**config.mk**
```make
export PLATFORM = sky130hd
export DESIGN_NAME = bcd_display_scanner
export DESIGN_NICKNAME = d
export VERILOG_FILES = /design/src/rtl/bcd_display_scanner.sv
export SDC_FILE = /design/constraint.sdc
export NUM_CORES = 1
export LEC_CHECK = 0
export CORE_MARGIN = 8
export CORE_UTILIZATION = 50
export DETAILED_ROUTE_END_ITERATION = 16
export HOLD_SLACK_MARGIN = 0.15
export PLACE_DENSITY = 0.84
export SETUP_SLACK_MARGIN = 0.5
export SLEW_MARGIN = 25
export SYNTH_ARGS = -nofsm -noshare
export SYNTH_HDL_FRONTEND = slang
export SYNTH_SLANG_ARGS = --single-unit
```
**constraint.sdc**
```tcl
create_clock -name clk -period 1.5 [get_ports clk]
set_input_delay 0.3 -clock clk [delete_from_list [all_inputs] [get_ports clk]]
set_output_delay 0.3 -clock clk [all_outputs]
set_load 0.05 [all_outputs]
```
**src/rtl/bcd_display_scanner.sv**
```systemverilog
// bcd_display_scanner: accepts a binary value over valid/ready, converts it to
// packed BCD with a one-iteration-per-cycle double-dabble engine, and scans the
// digits onto a shared 4-bit BCD bus with a one-hot digit enable.
// Optional feature: define BCD_SCAN_BLANK_EN for leading-zero blanking (code 4'hF).
module bcd_display_scanner #(
  parameter int unsigned DIGITS   = 4,
  parameter int unsigned BIN_W    = 14,
  parameter int unsigned SCAN_DIV = 50000
) (
  input  logic              clk,
  input  logic              rst_n,
  input  logic [BIN_W-1:0]  bin_in,
  input  logic              bin_valid,
  output logic              bin_ready,
  output logic [3:0]        bcd_out,
  output logic [DIGITS-1:0] digit_en,
  output logic              overflow
);

  localparam int unsigned AccW  = 4 * DIGITS;
  localparam int unsigned IterW = $clog2(BIN_W + 1);
  localparam int unsigned PresW = (SCAN_DIV > 1) ? $clog2(SCAN_DIV) : 1;
  localparam int unsigned IdxW  = (DIGITS > 1) ? $clog2(DIGITS) : 1;
  localparam int unsigned CmpW  = (BIN_W > 32) ? BIN_W : 32;
  localparam logic [CmpW-1:0] MaxVal = CmpW'(10 ** DIGITS - 1);

  typedef enum logic [0:0] {StIdle, StConvert} state_e;

  state_e              state_q, state_d;
  logic [BIN_W-1:0]    shift_q, shift_nxt;
  logic [AccW-1:0]     acc_q, acc_adj, acc_nxt;
  logic [IterW-1:0]    iter_q;
  logic                ovf_next_q;
  logic [AccW-1:0]     disp_q;
  logic                overflow_q;
  logic [PresW-1:0]    presc_q;
  logic [IdxW-1:0]     idx_q;
  logic                accept, last_iter, presc_wrap;
  logic [DIGITS-1:0]   blank;

  assign accept     = (state_q == StIdle) && bin_valid;
  assign last_iter  = (state_q == StConvert) && (iter_q == IterW'(BIN_W - 1));
  assign presc_wrap = (presc_q == PresW'(SCAN_DIV - 1));
  assign overflow   = overflow_q;

  // One double-dabble iteration: add-3 on nibbles >= 5, then shift left by one.
  always_comb begin
    acc_adj = acc_q;
    for (int i = 0; i < int'(DIGITS); i++) begin
      if (acc_q[4*i +: 4] >= 4'd5) acc_adj[4*i +: 4] = acc_q[4*i +: 4] + 4'd3;
    end
    // The top accumulator bit falls off; only overflowing values lose it and
    // those are saturated anyway.
    {acc_nxt, shift_nxt} = {acc_adj[AccW-2:0], shift_q, 1'b0};
  end

  // FSM state register.
  always_ff @(posedge clk or negedge rst_n) begin
    if (!rst_n) state_q <= StIdle;
    else        state_q <= state_d;
  end

  // FSM next state: stay in CONVERT for exactly BIN_W cycles.
  always_comb begin
    state_d = state_q;
    unique case (state_q)
      StIdle:    if (bin_valid) state_d = StConvert;
      StConvert: if (last_iter) state_d = StIdle;
      default:   state_d = StIdle;
    endcase
  end

  // FSM outputs.
  always_comb begin
    bin_ready = (state_q == StIdle);
  end

  // Conversion datapath and display register; display changes only on completion.
  always_ff @(posedge clk or negedge rst_n) begin
    if (!rst_n) begin
      shift_q    <= '0;
      acc_q      <= '0;
      iter_q     <= '0;
      ovf_next_q <= 1'b0;
      disp_q     <= '0;
      overflow_q <= 1'b0;
    end else if (accept) begin
      shift_q    <= bin_in;
      acc_q      <= '0;
      iter_q     <= '0;
      ovf_next_q <= CmpW'(bin_in) > MaxVal;
    end else if (state_q == StConvert) begin
      shift_q <= shift_nxt;
      acc_q   <= acc_nxt;
      iter_q  <= iter_q + 1'b1;
      if (last_iter) begin
        disp_q     <= ovf_next_q ? {DIGITS{4'h9}} : acc_nxt;
        overflow_q <= ovf_next_q;
      end
    end
  end

  // Free-running scan: prescaler wraps every SCAN_DIV cycles and advances the index.
  always_ff @(posedge clk or negedge rst_n) begin
    if (!rst_n) begin
      presc_q <= '0;
      idx_q   <= '0;
    end else if (presc_wrap) begin
      presc_q <= '0;
      idx_q   <= (idx_q == IdxW'(DIGITS - 1)) ? '0 : idx_q + 1'b1;
    end else begin
      presc_q <= presc_q + 1'b1;
    end
  end

`ifdef BCD_SCAN_BLANK_EN
  // Blank every digit above the most significant non-zero one; digit 0 always shows.
  always_comb begin
    logic seen;
    seen  = 1'b0;
    blank = '0;
    for (int i = int'(DIGITS) - 1; i >= 1; i--) begin
      seen     = seen | (disp_q[4*i +: 4] != 4'd0);
      blank[i] = ~seen;
    end
  end
`else
  assign blank = '0;
`endif

  // Digit mux and one-hot enable from the registered scan index.
  always_comb begin
    bcd_out  = 4'd0;
    digit_en = '0;
    for (int i = 0; i < int'(DIGITS); i++) begin
      if (idx_q == IdxW'(i)) begin
        digit_en[i] = 1'b1;
        bcd_out     = blank[i] ? 4'hF : disp_q[4*i +: 4];
      end
    end
  end

endmodule

```
==> flow_metrics.py <==
metrics = {
    "timing": {
        "worst_pin_slew_ps": 455,
        "setup_violations": 26,
        "fin_crit_ps": 2040,
        "maxSlewViolCount": 0,
        "fmax_ghz": 0.491,
        "rsz0062_at_grt": "yes",
        "max_slew_margin_pct": 69.6,
        "hold-worst-slack_ps": 433,
        "timing.final.ws_setup_ps": -538,
        "hold_viol": 0,
        "setup_tns_ps": -3750,
        "fin_skew_ps": 14.0,
        "fin_crit_sh_pct": 136,
    },
    "finish": {
        "nNetsFinal": 486,
        "drive_above_1_share_pct": 52.2,
        "design_area_sq_um": 5880,
        "fillers": 279,
        "n_antenna_cell": 0,
        "area_delta_synth_final_pct": 69.0,
        "fin_cells": 538,
    },
    "grt": {
        "track_usage_pct": 22.9,
        "grt_start_max_net_pins": 72,
        "antenna_found_initial": 0,
        "grt_pass1_vias": 3341,
        "grt_pass1_wl_mm": 17.5,
        "grt_overflow": 0,
    },
    "setup_path": {
        "crit_type": "flop to output port",
        "max_stage_delay_ps": 420,
        "cp.arrival_ps": 1740,
        "startpoint_type": "flop",
        "crit_slowest_cell": "dfrtp_1",
        "worstPathCellList": "inv_2 > ha_4 > nand2_1 > o21ai_1 > mux2i_1 > o21ai_4 > buf_12",
        "crit_path_end_kind": "output port",
        "required_ps": 1200,
        "path_max_fanout": 9,
    },
    "logic_synthesis": {
        "synthXorXnorAreaFrac_pct": 5.03,
        "synth_top_area_cell": "dfrtp_1",
        "synth_edf_count": 0,
        "synth_cell_types": 34,
        "synthAdderAreaFrac_pct": 5.39,
        "synth_seq_cells": 71,
        "ys_async_sr_fraction_pct": 100,
        "synth-simple-area-share_pct": 15.2,
        "synth_fp_nets": 372,
        "synth.top_cells.by_count": "71 x dfrtp_1, 48 x nand2_1, 34 x o21ai_0, 22 x mux2i_1, 22 x nor2_1",
        "muxShareOfSynthArea_pct": 6.97,
        "postSynthAreaPerCell_sq_um": 10.2,
        "ys_warn_count": 0,
        "synth_top_family_by_area": "simple AND/OR/NAND/NOR gates",
        "synth_compound_area_share_pct": 13.0,
        "yosysSeqAreaShare_pct": 51.0,
        "syn_area_sq_um": 3480,
        "ys.flop_type": "dfrtp_1",
        "synthCells": 340,
        "synthTopCellsByArea": "dfrtp_1 51%, mux2i_1 6.3%, ha_1 5.4%",
        "synth.top_cell.area_share_pct": 51.0,
        "post-synth-top-count-cell": "dfrtp_1",
    },
    "placement": {
        "dp.cells": 459,
        "port_buffers": 26,
        "gp_congestion": 0.814,
        "place_area_sq_um": 4370,
        "hpwl_mm": 5.27,
    },
    "route": {
        "ant_nets": 0,
        "drt-pass1-iter-count": 5,
        "drcViolationCount": 0,
        "wire_per_inst_microns": 24.5,
        "viasPerCell": 6.14,
        "drt_iter0_markers": 312,
        "vias": 3305,
        "totalWireLength_mm": 13.2,
    },
    "floorplan": {
        "die_h_microns": 99.5,
        "die_w_microns": 99.5,
        "dieArea_sq_um": 9890,
        "fp.coreArea_sq_um": 6760,
        "io_pins": 27,
        "start_util_pct": 51.5,
        "placementRows": 30,
    },
    "clock_network": {
        "root_buffer": "clkbuf_8",
        "cts_inserted_buffers": 9,
        "tritoncts": "yes",
        "clk_pin_slew_ps": 80,
        "clock_latency_ps": 370,
        "clock_sink_count": 71,
        "cts.path.max_buffers": 2,
        "h-tree-depth": 3,
    },
    "power_and_ir_drop": {
        "vdd_ir_drop_max_uv": 1100,
        "finalPower_w": 0.0113,
        "cellLeakagePower_nw": 2.62,
        "power_density_nw_per_um2": 1910,
    },
    "run_status": {
        "violations": "setup timing",
        "status": "finished with violations",
    },
    "hold_path": {
        "hp-class": "input pin to flop",
    },
    "run": {
        "max_cap_viol_count": 0,
    },
}
==> final cells by class <==
cell class              count  area, sq um  share of cell area (%)
clock buffers              10          138                    2.34
clock inverters             5         58.8                   0.999
inverters                  15         62.6                    1.06
multi-input cells         242         2360                    40.1
flip-flops and latches     71         1790                    30.3
well taps                  80          100                    1.70
repair buffers            115         1380                    23.4
==> critical path, delay by kind of cell (launching register included) <==
| family | cells | cell delay, ps |
|---|---|---|
| mux | 1 | 130 |
| buf+inv | 2 | 270 |
| simple gates | 1 | 90 |
| fa+ha+maj | 1 | 200 |
| compound gates | 2 | 270 |
| flops | 1 | 420 |
==> per-layer routing <==
metal  routed length (microns)  track usage, %
met1                      4910            25.7
met2                      6590            39.6
met3                       864            5.73
met4                       796            11.1
met5                         0               0
==> registers in the layout, indices dropped and copies added, names as in the netlist <==
signal / flops
idx_q: 2
disp_q: 16
ovf_next_q: 1
overflow: 1
shift_q: 14
acc_q: 16
iter_q: 4
state_q: 1
presc_q: 16
==> path summary, 6_finish.rpt <==
check	start	to	slack [ps]	cells after the start
max	idx_q[1]$_DFFE_PN0N_	bcd_out[3]	-540	7
min	bin_in[5]	shift_q[5]$_DFFE_PN0P_	430	3
max reg2reg	presc_q[5]$_DFF_PN0_	idx_q[1]$_DFFE_PN0N_	-180	4
min reg2reg	shift_q[0]$_DFFE_PN0P_	shift_q[1]$_DFFE_PN0P_	500	2
max in group asynchronous	rst_n	presc_q[3]$_DFF_PN0_	660	3
min in group asynchronous	rst_n	shift_q[10]$_DFFE_PN0P_	460	3
==> metrics by stage <==
step / worst slack, ps / utilization, %
floorplan: -216 / -
global route: -564 / 87.1
finish: -538 / 87.1
CTS: -449 / 80.4
global placement: -90.3 / 64.7
detailed placement: -124 / 64.7
==> power by group <==
group          switching [W]  internal, W  total [W]
combinational        0.00298      0.00326    0.00624
clock               0.000816     0.000805    0.00162
sequential          0.000832      0.00256    0.00339
total                0.00463      0.00662     0.0113
==> cell usage in the layout, fill, tap and decap left out, types with 9 or more instances in the layout <==
cell             netlist  routed
dfrtp_1               71      64
buf_4                  0      39
clkdlybuf4s50_1        0      10
nand2_2                0      12
inv_2                  0      10
mux2i_1               22      18
o21ai_1                0      11
o21ai_2                0      15
ha_4                   0      14
nor2_1                22      17
buf_6                  1      31
nand2_1               48      27
nand2_4                0       9
clkbuf_8               0      10
buf_12                 0      16
a22o_1                21      21
==> what timing repair did <==
action                                 CTS  global route
pin swaps                               36            24
endpoints found under the hold margin   71             0
setup endpoints to repair               77            81
buffers inserted                        33            22
resized for setup                      130            66
hold buffers                             1             0
cloned                                   8             0
==> cells by family (layout without fill, tap and decap cells) <==
family / count (synthesis) / after routing
compound gates: 70 / 70
xor+xnor: 20 / 20
fa+ha+maj: 15 / 15
buf+inv: 28 / 145
flops: 71 / 71
mux: 24 / 24
simple gates: 112 / 113
No activity file was read; power rests on OpenSTA's default activity.
